[src/rtl/spi_controller_if.sv]
`default_nettype none
// ============================================================================
// Module      : spi_controller_if
// Description : Bundle of the request/response signals and the 4-wire SPI
//               bus pins of the single-byte SPI controller.
//               master : view used by the controller itself
//               slave  : opposite view (on-chip requester + SPI peripheral)
// Signals     : start, tx_data          - transfer request and byte to send
//               busy, done, rx_data     - status and received byte
//               sck, ss, mosi           - SPI clock, select (active-low), data out
//               miso                    - SPI data in
// Revision    : 1.0 - initial release
// ============================================================================
interface spi_controller_if;
    logic       start;
    logic [7:0] tx_data;
    logic       busy;
    logic       done;
    logic [7:0] rx_data;
    logic       sck;
    logic       ss;
    logic       mosi;
    logic       miso;

    modport master (
        input  start,
        input  tx_data,
        input  miso,
        output busy,
        output done,
        output rx_data,
        output sck,
        output ss,
        output mosi
    );

    modport slave (
        output start,
        output tx_data,
        output miso,
        input  busy,
        input  done,
        input  rx_data,
        input  sck,
        input  ss,
        input  mosi
    );
endinterface
`default_nettype wire

[src/rtl/spi_controller.sv]
`default_nettype none
// ============================================================================
// Module      : spi_controller
// Description : SPI mode-0 master performing one full-duplex byte per ss
//               assertion. tx_data leaves MSB-first on mosi while miso is
//               collected MSB-first into rx_data. sck runs at
//               clk / (2*CLK_DIV).
// Ports       : clk    - system clock, rising edge
//               rst_n  - asynchronous active-low reset
//               bus    - spi_controller_if.master (start, tx_data, busy, done,
//                        rx_data, sck, ss, mosi, miso)
// Parameters  : CLK_DIV - sck half-period in clk cycles (>= 2)
// Revision    : 1.0 - initial release
// ============================================================================
module spi_controller #(
    parameter int CLK_DIV = 4
) (
    input  logic                    clk,
    input  logic                    rst_n,
    spi_controller_if.master        bus
);

    localparam int                 DIV_W    = $clog2(CLK_DIV);
    localparam logic [DIV_W-1:0]   DIV_LAST = DIV_W'(CLK_DIV - 1);
    // Half-period index of the final (8th) sck fall inside XFER. The SETUP
    // phase already forms the first half-period, so XFER sees indices 0..14.
    localparam logic [3:0]         EDGE_LAST = 4'd14;

    typedef enum logic [1:0] {
        S_IDLE  = 2'd0,
        S_SETUP = 2'd1,
        S_XFER  = 2'd2,
        S_HOLD  = 2'd3
    } state_t;

    state_t           r_state;
    logic [DIV_W-1:0] r_div;
    logic [3:0]       r_edge;
    // Bit 7 goes straight to mosi on acceptance, so only the remaining
    // seven bits need to be shifted.
    logic [6:0]       r_tx_sr;
    logic [7:0]       r_rx_sr;
    logic             r_sck;
    logic             r_ss;
    logic             r_mosi;
    logic             r_busy;
    logic             r_done;
    logic [7:0]       r_rx_data;

    always_ff @(posedge clk or negedge rst_n) begin
        if (!rst_n) begin
            r_state   <= S_IDLE;
            r_div     <= '0;
            r_edge    <= '0;
            r_tx_sr   <= '0;
            r_rx_sr   <= '0;
            r_sck     <= 1'b0;
            r_ss      <= 1'b1;
            r_mosi    <= 1'b0;
            r_busy    <= 1'b0;
            r_done    <= 1'b0;
            r_rx_data <= '0;
        end else begin
            r_done <= 1'b0;
            case (r_state)
                S_IDLE: begin
                    if (bus.start) begin
                        r_tx_sr <= bus.tx_data[6:0];
                        r_mosi  <= bus.tx_data[7];
                        r_ss    <= 1'b0;
                        r_busy  <= 1'b1;
                        r_div   <= '0;
                        r_edge  <= '0;
                        r_rx_sr <= '0;
                        r_state <= S_SETUP;
                    end
                end

                S_SETUP: begin
                    if (r_div == DIV_LAST) begin
                        r_div   <= '0;
                        r_sck   <= 1'b1;
                        r_state <= S_XFER;
                    end else begin
                        r_div <= r_div + 1'b1;
                    end
                end

                S_XFER: begin
                    // miso is captured on the first clk edge of each high
                    // phase; the peripheral only changes it on sck falls.
                    if (r_sck && (r_div == '0)) begin
                        r_rx_sr <= {r_rx_sr[6:0], bus.miso};
                    end
                    if (r_div == DIV_LAST) begin
                        r_div <= '0;
                        if (r_edge == EDGE_LAST) begin
                            // 8th fall: mosi keeps bit 0 through HOLD.
                            r_sck   <= 1'b0;
                            r_state <= S_HOLD;
                        end else begin
                            r_edge <= r_edge + 4'd1;
                            r_sck  <= ~r_sck;
                            if (r_sck) begin
                                r_mosi  <= r_tx_sr[6];
                                r_tx_sr <= {r_tx_sr[5:0], 1'b0};
                            end
                        end
                    end else begin
                        r_div <= r_div + 1'b1;
                    end
                end

                S_HOLD: begin
                    if (r_div == DIV_LAST) begin
                        r_div     <= '0;
                        r_ss      <= 1'b1;
                        r_mosi    <= 1'b0;
                        r_rx_data <= r_rx_sr;
                        r_done    <= 1'b1;
                        r_busy    <= 1'b0;
                        r_state   <= S_IDLE;
                    end else begin
                        r_div <= r_div + 1'b1;
                    end
                end

                default: begin
                    r_state <= S_IDLE;
                end
            endcase
        end
    end

    assign bus.sck     = r_sck;
    assign bus.ss      = r_ss;
    assign bus.mosi    = r_mosi;
    assign bus.busy    = r_busy;
    assign bus.done    = r_done;
    assign bus.rx_data = r_rx_data;

endmodule
`default_nettype wire

[src/flat_wrapper.sv]
// flat-port wrapper written by rule: the top's interface ports become plain ports
module spi_controller_flat 
#(
    parameter int CLK_DIV = 4
)
  (clk, rst_n, bus_start, bus_tx_data, bus_miso, bus_busy, bus_done, bus_rx_data, bus_sck, bus_ss, bus_mosi);
  spi_controller_if bus_i ();
  input  logic clk;
  input  logic rst_n;
  input wire logic [$bits(bus_i.start)-1:0] bus_start;
  input wire logic [$bits(bus_i.tx_data)-1:0] bus_tx_data;
  input wire logic [$bits(bus_i.miso)-1:0] bus_miso;
  output wire logic [$bits(bus_i.busy)-1:0] bus_busy;
  output wire logic [$bits(bus_i.done)-1:0] bus_done;
  output wire logic [$bits(bus_i.rx_data)-1:0] bus_rx_data;
  output wire logic [$bits(bus_i.sck)-1:0] bus_sck;
  output wire logic [$bits(bus_i.ss)-1:0] bus_ss;
  output wire logic [$bits(bus_i.mosi)-1:0] bus_mosi;
  assign bus_i.start = bus_start;
  assign bus_i.tx_data = bus_tx_data;
  assign bus_i.miso = bus_miso;
  assign bus_busy = bus_i.busy;
  assign bus_done = bus_i.done;
  assign bus_rx_data = bus_i.rx_data;
  assign bus_sck = bus_i.sck;
  assign bus_ss = bus_i.ss;
  assign bus_mosi = bus_i.mosi;
  spi_controller #(.CLK_DIV(CLK_DIV)) u_core (.clk(clk), .rst_n(rst_n), .bus(bus_i));
endmodule
[config.mk]
export PLATFORM = sky130hd
export DESIGN_NAME = spi_controller_flat
export DESIGN_NICKNAME = d
export VERILOG_FILES = /design/src/rtl/spi_controller_if.sv /design/src/rtl/spi_controller.sv /design/src/flat_wrapper.sv
export SDC_FILE = /design/constraint.sdc
export NUM_CORES = 1
export LEC_CHECK = 0
export CAP_MARGIN = 30
export CORE_ASPECT_RATIO = 0.5
export CORE_MARGIN = 2
export CORE_UTILIZATION = 62
export CTS_CLUSTER_SIZE = 20
export DETAILED_ROUTE_END_ITERATION = 10
export DONT_BUFFER_PORTS = 1
export GPL_TIMING_DRIVEN = 0
export PLACE_DENSITY = 0.88
export RECOVER_POWER = 25
export SYNTH_ARGS = -nofsm -noshare
export SYNTH_HDL_FRONTEND = slang
export SYNTH_SLANG_ARGS = --single-unit
[constraint.sdc]
create_clock -name clk -period 2.6 [get_ports clk]
set_input_delay 0.39 -clock clk [delete_from_list [all_inputs] [get_ports clk]]
set_output_delay 0.39 -clock clk [all_outputs]
set_load 0.01 [all_outputs]
==> flow_metrics.tcl, run 1 <==
set metrics [dict create \
    die_y_um 42.1 \
    worstReg2RegStart "u_core.r_state[0]$_DFFE_PN0P_" \
    endpoint_kind "asynchronous set/reset pin" \
    holdPathStages 2 \
    clk_path_buf_depth 2 \
    synth_nets 188 \
    rsz0062_at_grt "no" \
    gr-usage-all-layers_pct 22.3 \
    dieArea_um2 3380 \
    numCtsBuffers 5 \
    vdd_drop_max_uv 349 \
    grt_overflow 0 \
    viasPerCell 5.77 \
    relSlewSlack_pct -1.77 \
    ys_seq_elements 36 \
    cp.required_ps 2730 \
    clockRootBuffer "clkbuf_8" \
    fin_ws_ps 575 \
    insertion_delay_ps 290 \
    synth-edff-count 0 \
    grt_antenna_before_repair 0 \
    synth_seq_area_share_pct 50.0 \
    placementRows 13 \
    syn_area_per_cell_um2 10.9 \
    synth.distinct_cells 34 \
    sw_frac_of_total_pct 20.3 \
    pwr-share-clk_pct 45.0 \
    synth_area_leaders "dfrtp_1 49%, ha_1 7.6%, o21ai_1 6.1%, mux2_4 5.8%, mux2_2 4.4%" \
    synth_ff_type "dfrtp_1" \
    path_depth 2 \
    gp_congestion 0.775 \
    grt_max_degree 37 \
    worstPathCellList "dlygate4sd3_1 > dlymetal6s4s_1" \
    crit_family "buffers and inverters" \
    p_switching_uw 218 \
    coreArea_um2 2680 \
    pwr-share-comb_pct 2.2 \
    finClkSkew_ps 6.28 \
    cts.sinks 36 \
    worstMarginPinSlew_ps 1530 \
    path_buf_inv 2 \
    h-tree-depth 2 \
    critPathSlowestCell "dlymetal6s4s_1" \
    critPathLaunchType "input pin" \
    seq_power_share_pct 52.8 \
    setup_viol 0 \
    syn_area_um2 1800 \
    drtAntennaViolNets 0 \
    drive_gt1_share_pct 17.1 \
    fmax_mhz 494 \
    crit_fanout 36 \
    slew_violations 37 \
    final_cells 212 \
    die_w_um 80.3 \
    setup.worst_path.start "rst_n" \
    status "finished, violations left" \
    slowest_delay_ps 1210 \
    initial_core_util_pct 67.2 \
    cts_resized 0 \
    rr_worst_depth 5 \
    min-delay-start "bus_miso" \
    cts_tree "built" \
    ys_warn_count 0 \
    power_density_nw_per_um2 542 \
    numPortBuffers 0 \
    design_area_um2 1980 \
    dp_slack_ps 565 \
    n_antenna_cell 0 \
    cts.reportedPaths.clkPinSlew_ps 70 \
    crit_arrival_ps 2150 \
    utilization_pct 73.8 \
    dpl.cell_count 202 \
    violations "capacitance limit, slew limit" \
    vias 1224 \
    p_leak_uw 0.000991 \
    place_hpwl_um 2290 \
    pin_count 25 \
    wl_per_cell_um 15.2 \
    synth_largest_area_cell "dfrtp_1" \
    grt_pass1_wl_um 5570 \
    path_class "input pin to asynchronous set/reset pin" \
    drt-pass1-iter-count 4 \
    drc 0 \
    grt_pass1_vias 1300 \
    first_iter_violations 57 \
    wl_um 3220 \
    p_int_uw 856 \
    min_path_type "input pin to register" \
    finalCritPeriodShare_pct 77.9 \
    hold_violations 0 \
    finalCriticalPeriod_ps 2030 \
    layout.nets 197 \
    drv_cap 1 \
    async_flop_share_pct 100 \
    syn_inst 165 \
    tns_ps 0 \
    synth_top_cell_area_share_pct 48.5 \
    dpl_cell_area_um2 1850 \
    syn_to_final_growth_pct 9.78 \
]
## cell type report
class / count / area, um2
fill: 195 / 703
buffer: 4 / 18.8
inverter: 18 / 67.6
sequential: 36 / 902
clock buffer: 6 / 72.6
tap: 37 / 46.3
multi-input combinational: 107 / 816
timing repair buffer: 2 / 22.5
clock inverter: 2 / 35.0
## layer usage
metal  vias up  global-route usage, %  routed length [um]
li1        582                      -                   -
met4         0                   11.2                  48
met5         -                      0                   0
met2        31                   35.8                1560
met1       604                   27.0                1440
met3         7                   7.54                 175
## Yosys cell counts (2+ instances only)
cell type   n
nand2_1    15
inv_1      18
o21ai_1    22
nand3_1     9
mux2_4      7
nor2_1      3
mux2i_1     2
nor2b_1     2
clkbuf_1    3
a22o_1      3
ha_1       11
nand2b_1    5
mux2_2      7
mux2_1      2
dfrtp_1    35
o21ai_0     3
## power groups by stage
stage | Sequential [uW] | Combinational (uW) | Clock (uW)
detailed placement | 578 | 10.8 | 0
finish | 567 | 23.6 | 483
CTS | 567 | 27.1 | 487
floorplan | 577 | 8.59 | 0
global placement | 578 | 9.83 | 0
global route | 567 | 27.9 | 519
## worst paths after layout
kind | slack [ps] | end
min reg2reg | 520 | u_core.r_tx_sr[3]$_DFFE_PN0P_
max in group clk | 600 | u_core.r_tx_sr[4]$_DFFE_PN0P_
max | 570 | u_core.bus.sck$_DFFE_PN0P_
min | 230 | u_core.r_rx_sr[0]$_DFFE_PN0P_
max reg2reg | 600 | u_core.r_tx_sr[4]$_DFFE_PN0P_
min in group asynchronous | 1130 | u_core.r_edge[0]$_DFFE_PN0P_
## flip-flops by register name, summed over array words and instances, names as in the netlist
| register | count |
|---|---|
| u_core.bus.rx_data | 8 |
| u_core.r_rx_sr | 8 |
| u_core.r_tx_sr | 7 |
| u_core.r_edge | 4 |
| u_core.r_div | 2 |
| u_core.r_state | 2 |
| u_core.bus.busy | 1 |
| u_core.bus.done | 1 |
| u_core.bus.mosi | 1 |
| u_core.bus.sck | 1 |
| u_core.bus.ss | 1 |
## placed cells by master (no fill, tap or decap), types with 2 or more instances in the layout
| master | n |
|---|---|
| o21ai_1 | 22 |
| nand3_1 | 9 |
| nor2_1 | 3 |
| mux2_4 | 7 |
| o21ai_0 | 3 |
| inv_1 | 18 |
| nand2_1 | 15 |
| nand2b_1 | 5 |
| ha_1 | 11 |
| a22o_1 | 3 |
| dfrtp_1 | 35 |
| clkbuf_8 | 5 |
| nor2b_1 | 2 |
| mux2i_1 | 2 |
| mux2_1 | 2 |
| clkbuf_1 | 4 |
| mux2_2 | 7 |
## timing repair
item | 4_1_cts | 5_1_grt
hold buffers | 2 | 0
buffers inserted | 0 | 0
hold endpoints to repair | 36 | 0
## stage by stage
step | total power, uW | hold slack (ps)
2_1_floorplan | 586 | 94.4
6_report | 1070 | 233
5_1_grt | 1110 | 222
3_3_place_gp | 587 | 95.5
4_1_cts | 1080 | 234
3_5_place_dp | 589 | 95.1
## cells by family after synthesis
| group | after synthesis | synth area share [%] |
|---|---|---|
| mux | 18 | 12.6 |
| flops | 36 | 50.0 |
| fa+ha+maj | 11 | 7.63 |
| buf+inv | 22 | 4.78 |
| compound gates | 35 | 12.1 |
| simple gates | 43 | 12.9 |
(Power assumes the default switching activity.)
==> run 2, diff against run 1 <==
- clock period: 2.6 -> 1.9 ns (I/O delays scaled with it)
==> flow_metrics.tcl, run 2 (synthesis gave the netlist of run 1 again) <==
set metrics [dict create \
    gp_congestion 0.775 \
    final_common_cell "dfrtp_1" \
    p_leak_uw 0.000992 \
    setup_viol 0 \
    endpoint_kind "register" \
    relSlewSlack_pct 42.9 \
    cts.sinks 36 \
    regArea_um2 902 \
    finalCritPeriodShare_pct 94.1 \
    grt_max_degree 37 \
    slew_violations 0 \
    power_density_nw_per_um2 728 \
    design_area_um2 2020 \
    clockRootBuffer "clkbuf_8" \
    fillers 190 \
    worstPathCellList "inv_1 > ha_1 > and3_1 > o21ai_1 > nand2_4 > mux2_4" \
    path_class "register to register" \
    worstMarginPinSlew_ps 857 \
    coreArea_um2 2680 \
    fmax_mhz 559 \
    pwr-share-comb_pct 2.1 \
    drtAntennaViolNets 0 \
    critPathLaunchType "register" \
    vdd_drop_max_uv 479 \
    p_switching_uw 298 \
    hold_violations 0 \
    drt-pass1-iter-count 4 \
    grt_pass1_wl_um 5690 \
    place_hpwl_um 2290 \
    dpl_cell_area_um2 1850 \
    min_path_type "input pin to register" \
    clk_path_buf_depth 2 \
    met3_usage_pct 7.54 \
    numCtsBuffers 5 \
    pin_count 25 \
    n_antenna_cell 0 \
    seq_power_share_pct 52.9 \
    crit_arrival_ps 1960 \
    cts.reportedPaths.clkPinSlew_ps 70 \
    die_w_um 80.3 \
    busiest_layer "met2" \
    insertion_delay_ps 290 \
    layout.nets 199 \
    grt_use_met1_pct 28.1 \
    grt_antenna_before_repair 0 \
    critPathSlowestCell "dfrtp_1" \
    final_cells 214 \
    use_met2_pct 36.2 \
    viasPerCell 5.81 \
    gr-usage-all-layers_pct 22.7 \
    dpl.cell_count 202 \
    first_iter_violations 58 \
    initial_core_util_pct 67.2 \
    wl_um 3430 \
    grt_pass1_vias 1297 \
    vias 1243 \
    drive_gt1_share_pct 22.6 \
    numPortBuffers 0 \
    crit_fanout 7 \
    mostFrequentLayoutCells "35 x dfrtp_1, 22 x o21ai_1, 17 x inv_1, 15 x nand2_1, 9 x nand3_1" \
    die_y_um 42.1 \
    wl_per_cell_um 16.0 \
    p_int_uw 1170 \
    finalCriticalPeriod_ps 1790 \
    pwr-share-clk_pct 45.0 \
    slowest_delay_ps 380 \
    h-tree-depth 2 \
    syn_to_final_growth_pct 11.9 \
    grt_overflow 0 \
    drc 0 \
    multi_input_area_um2 842 \
    cts_tree "built" \
    status "completed" \
    drv_cap 0 \
    cp.required_ps 2070 \
    placementRows 13 \
    finClkSkew_ps 6.55 \
    sw_frac_of_total_pct 20.3 \
    dieArea_um2 3380 \
]
run 2: through the flow:
step / setup TNS (ps) / setup slack (ps) / utilization [%] / hold slack [ps] / total power, uW
after CTS: 0 / 4.84 / 74.5 / 129 / 1480
after detailed placement: -395 / -135 / 69.0 / -9.87 / 806
after global placement: -288 / -96.8 / 69.0 / -9.52 / 804
after global routing: -3.76 / -3.76 / 75.2 / 119 / 1520
after floorplan: 0 / 126 / - / -10.6 / 802
final: 0 / 111 / 75.2 / 127 / 1470
run 2: layout make-up:
class / count / area share (%)
plain buffers: 4 / 1.12
multi-input cells: 107 / 41.7
repair buffers: 4 / 1.49
clock buffers: 6 / 3.60
inverters: 18 / 3.35
clock inverters: 2 / 1.74
well taps: 37 / 2.29
flip-flops and latches: 36 / 44.7
run 2: final timing paths:
kind	slack, ps	cells past startpoint	startpoint	endpoint
min reg2reg	520	1	u_core.r_tx_sr[3]$_DFFE_PN0P_	u_core.r_tx_sr[3]$_DFFE_PN0P_
min in group asynchronous	660	2	rst_n	u_core.r_rx_sr[1]$_DFFE_PN0P_
min	130	2	bus_miso	u_core.r_rx_sr[0]$_DFFE_PN0P_
max in group asynchronous	710	2	rst_n	u_core.r_rx_sr[4]$_DFFE_PN0P_
max reg2reg	110	6	u_core.r_edge[0]$_DFFE_PN0P_	u_core.r_tx_sr[4]$_DFFE_PN0P_
max	110	6	u_core.r_edge[0]$_DFFE_PN0P_	u_core.r_tx_sr[4]$_DFFE_PN0P_
run 2: repair_timing:
item	CTS	global route
endpoints found under the hold margin	36	0
hold buffers	2	0
gates resized for setup	4	6
pin swaps	0	1
buffers inserted	0	2
endpoints found under the setup margin	5	20
run 2: worst max-delay path: cells and delay by family (launching register included):
family / cells / cell delay [ps]
mux: 1 / 330
fa+ha+maj: 1 / 200
simple gates: 2 / 390
flops: 1 / 380
compound gates: 1 / 300
buf+inv: 1 / 80
run 2: routing by layer:
metal  up-vias  part of all wire [%]
li1        585                     -
met1       610                    43
met2        39                    49
met3         9                   6.5
met4         0                   1.5
met5         -                     0
run 2: power groups by stage:
| stage | Sequential, uW | Clock (uW) | Combinational, uW |
|---|---|---|---|
| after floorplan | 790 | 0 | 11.8 |
| after global placement | 790 | 0 | 13.5 |
| after detailed placement | 791 | 0 | 14.8 |
| after CTS | 776 | 666 | 37.0 |
| after global routing | 776 | 709 | 37.1 |
| final | 776 | 660 | 31.4 |
==> run 3, diff against run 2 <==
- GPL_TIMING_DRIVEN: 0 -> unset
- PLACE_DENSITY: 0.88 -> unset
- PLACE_DENSITY_LB_ADDON: unset -> 0.3
==> flow_metrics.tcl, run 3 (synthesis gave the netlist of run 1 again) <==
set metrics [dict create \
    status "completed" \
    finClkSkew_ps 5.48 \
    cts_tree "built" \
    final_cells 213 \
    n_antenna_cell 0 \
    relSlewSlack_pct 41.3 \
    grt_pass1_vias 1175 \
    rsz0062_at_grt "no" \
    vdd_drop_max_uv 664 \
    cp.required_ps 2070 \
    finalCritPeriodShare_pct 94.7 \
    pin_count 25 \
    post-cts-setup-buffer-count 0 \
    crit_arrival_ps 1970 \
    numPortBuffers 0 \
    p_leak_uw 0.000983 \
    drt-pass1-iter-count 6 \
    finalCriticalPeriod_ps 1800 \
    path_class "register to register" \
    dp_slack_ps 45.7 \
    wl_um 3220 \
    whs_endpoint "u_core.r_rx_sr[0]$_DFFE_PN0P_" \
    grt_overflow 0 \
    viasPerCell 5.52 \
    multi_input_area_um2 827 \
    setup.worst_path.start "u_core.r_div[0]$_DFFE_PN0P_" \
    cts.reportedPaths.clkPinSlew_ps 70 \
    grt_max_degree 37 \
    h-tree-depth 2 \
    pwr-share-comb_pct 2.2 \
    vias 1176 \
    first_iter_violations 87 \
    clk_path_buf_depth 2 \
    fillers 194 \
    grt_pass1_wl_um 5640 \
    setup_viol 0 \
    utilization_pct 74.1 \
    placementRows 13 \
    insertion_delay_ps 280 \
    dpl.cell_count 203 \
    p_int_uw 1080 \
    rrSetupSlack_ps 100 \
    wl_per_cell_um 15.1 \
    sw_frac_of_total_pct 21.7 \
    cts.sinks 36 \
    fmax_mhz 556 \
    syn_to_final_growth_pct 10.3 \
    dieArea_um2 3380 \
    drtAntennaViolNets 0 \
    grt_antenna_before_repair 0 \
    tns_ps 0 \
    final_common_cell "dfrtp_1" \
    worstReg2RegStart "u_core.r_div[0]$_DFFE_PN0P_" \
    r2r_end "u_core.r_tx_sr[6]$_DFFE_PN0P_" \
    drive_gt1_share_pct 21.6 \
    critPathLaunchType "register" \
    mostFrequentLayoutCells "35 x dfrtp_1, 22 x o21ai_1, 18 x inv_1, 15 x nand2_1, 10 x ha_1" \
    die_y_um 42.1 \
    layout.nets 198 \
    slew_violations 0 \
    numCtsBuffers 5 \
    die_w_um 80.3 \
    regArea_um2 902 \
    p_total_uw 1370 \
    drc 0 \
    crit_fanout 7 \
    drv_cap 0 \
    fin_ws_ps 100 \
    worstMarginPinSlew_ps 881 \
    gr-usage-all-layers_pct 22.3 \
    min_path_type "input pin to register" \
    pwr-share-clk_pct 41.3 \
    p_switching_uw 298 \
    initial_core_util_pct 67.2 \
    power_density_nw_per_um2 690 \
    seq_power_share_pct 56.5 \
    min-delay-start "bus_miso" \
    place_hpwl_um 2270 \
    rr_worst_depth 5 \
    holdPathStages 2 \
    hold_violations 0 \
    coreArea_um2 2680 \
    clockRootBuffer "clkbuf_8" \
    gp_congestion 0.816 \
    endpoint_kind "register" \
]
[run 3: how the worst max path moves through the flow]
| stage | endpoint | slack, ps |
|---|---|---|
| 6_report | u_core.r_tx_sr[6]$_DFFE_PN0P_ | 100 |
| 5_1_grt | u_core.r_tx_sr[6]$_DFFE_PN0P_ | 30 |
| 4_1_cts | u_core.r_state[1]$_DFFE_PN0P_ | 20 |
| 3_5_place_dp | u_core.r_state[1]$_DFFE_PN0P_ | 50 |
| 3_3_place_gp | u_core.r_state[1]$_DFFE_PN0P_ | 110 |
| 2_1_floorplan | u_core.r_tx_sr[4]$_DFFE_PN0P_ | 130 |
[run 3: layout make-up]
| class | count | area share, % |
|---|---|---|
| sequential | 36 | 45.3 |
| tap | 37 | 2.33 |
| clock buffer | 7 | 4.34 |
| timing repair buffer | 7 | 2.64 |
| clock inverter | 1 | 0.377 |
| multi-input combinational | 107 | 41.6 |
| inverter | 18 | 3.40 |
[run 3: metal layers]
| metal | track usage (%) | share of wire, % | vias to the layer above |
|---|---|---|---|
| met1 | 30.7 | 50 | 565 |
| met3 | 7.33 | 4.4 | 2 |
| li1 | - | - | 582 |
| met2 | 33.8 | 46 | 27 |
| met5 | 0 | 0 | - |
| met4 | 6.78 | 0.31 | 0 |
[run 3: metrics by stage]
stage | instance area, um2 | hold WS, ps
floorplan | 1800 | -10.6
global route | 1990 | 125
CTS | 1990 | 129
detailed placement | 1870 | -9.96
finish | 1990 | 135
global placement | 1870 | -10.1
[run 3: power by group through the flow]
stage | Sequential, uW | Clock [uW] | Combinational, uW
finish | 776 | 567 | 30.7
global route | 776 | 627 | 37.3
CTS | 776 | 581 | 36.4
detailed placement | 791 | 0 | 14.1
global placement | 790 | 0 | 13.5
floorplan | 790 | 0 | 11.8
[run 3: critical path, stage by stage, from the launching register on]
cell     delay, ps
dfrtp_1        440
ha_1           260
and2b_1        250
nor3_4         270
nand2_4        150
mux2_4         330
[run 3: timing repair]
action	CTS	global route
resized for setup	0	3
hold buffers	2	0
endpoints found under the hold margin	36	0
endpoints found under the setup margin	0	9
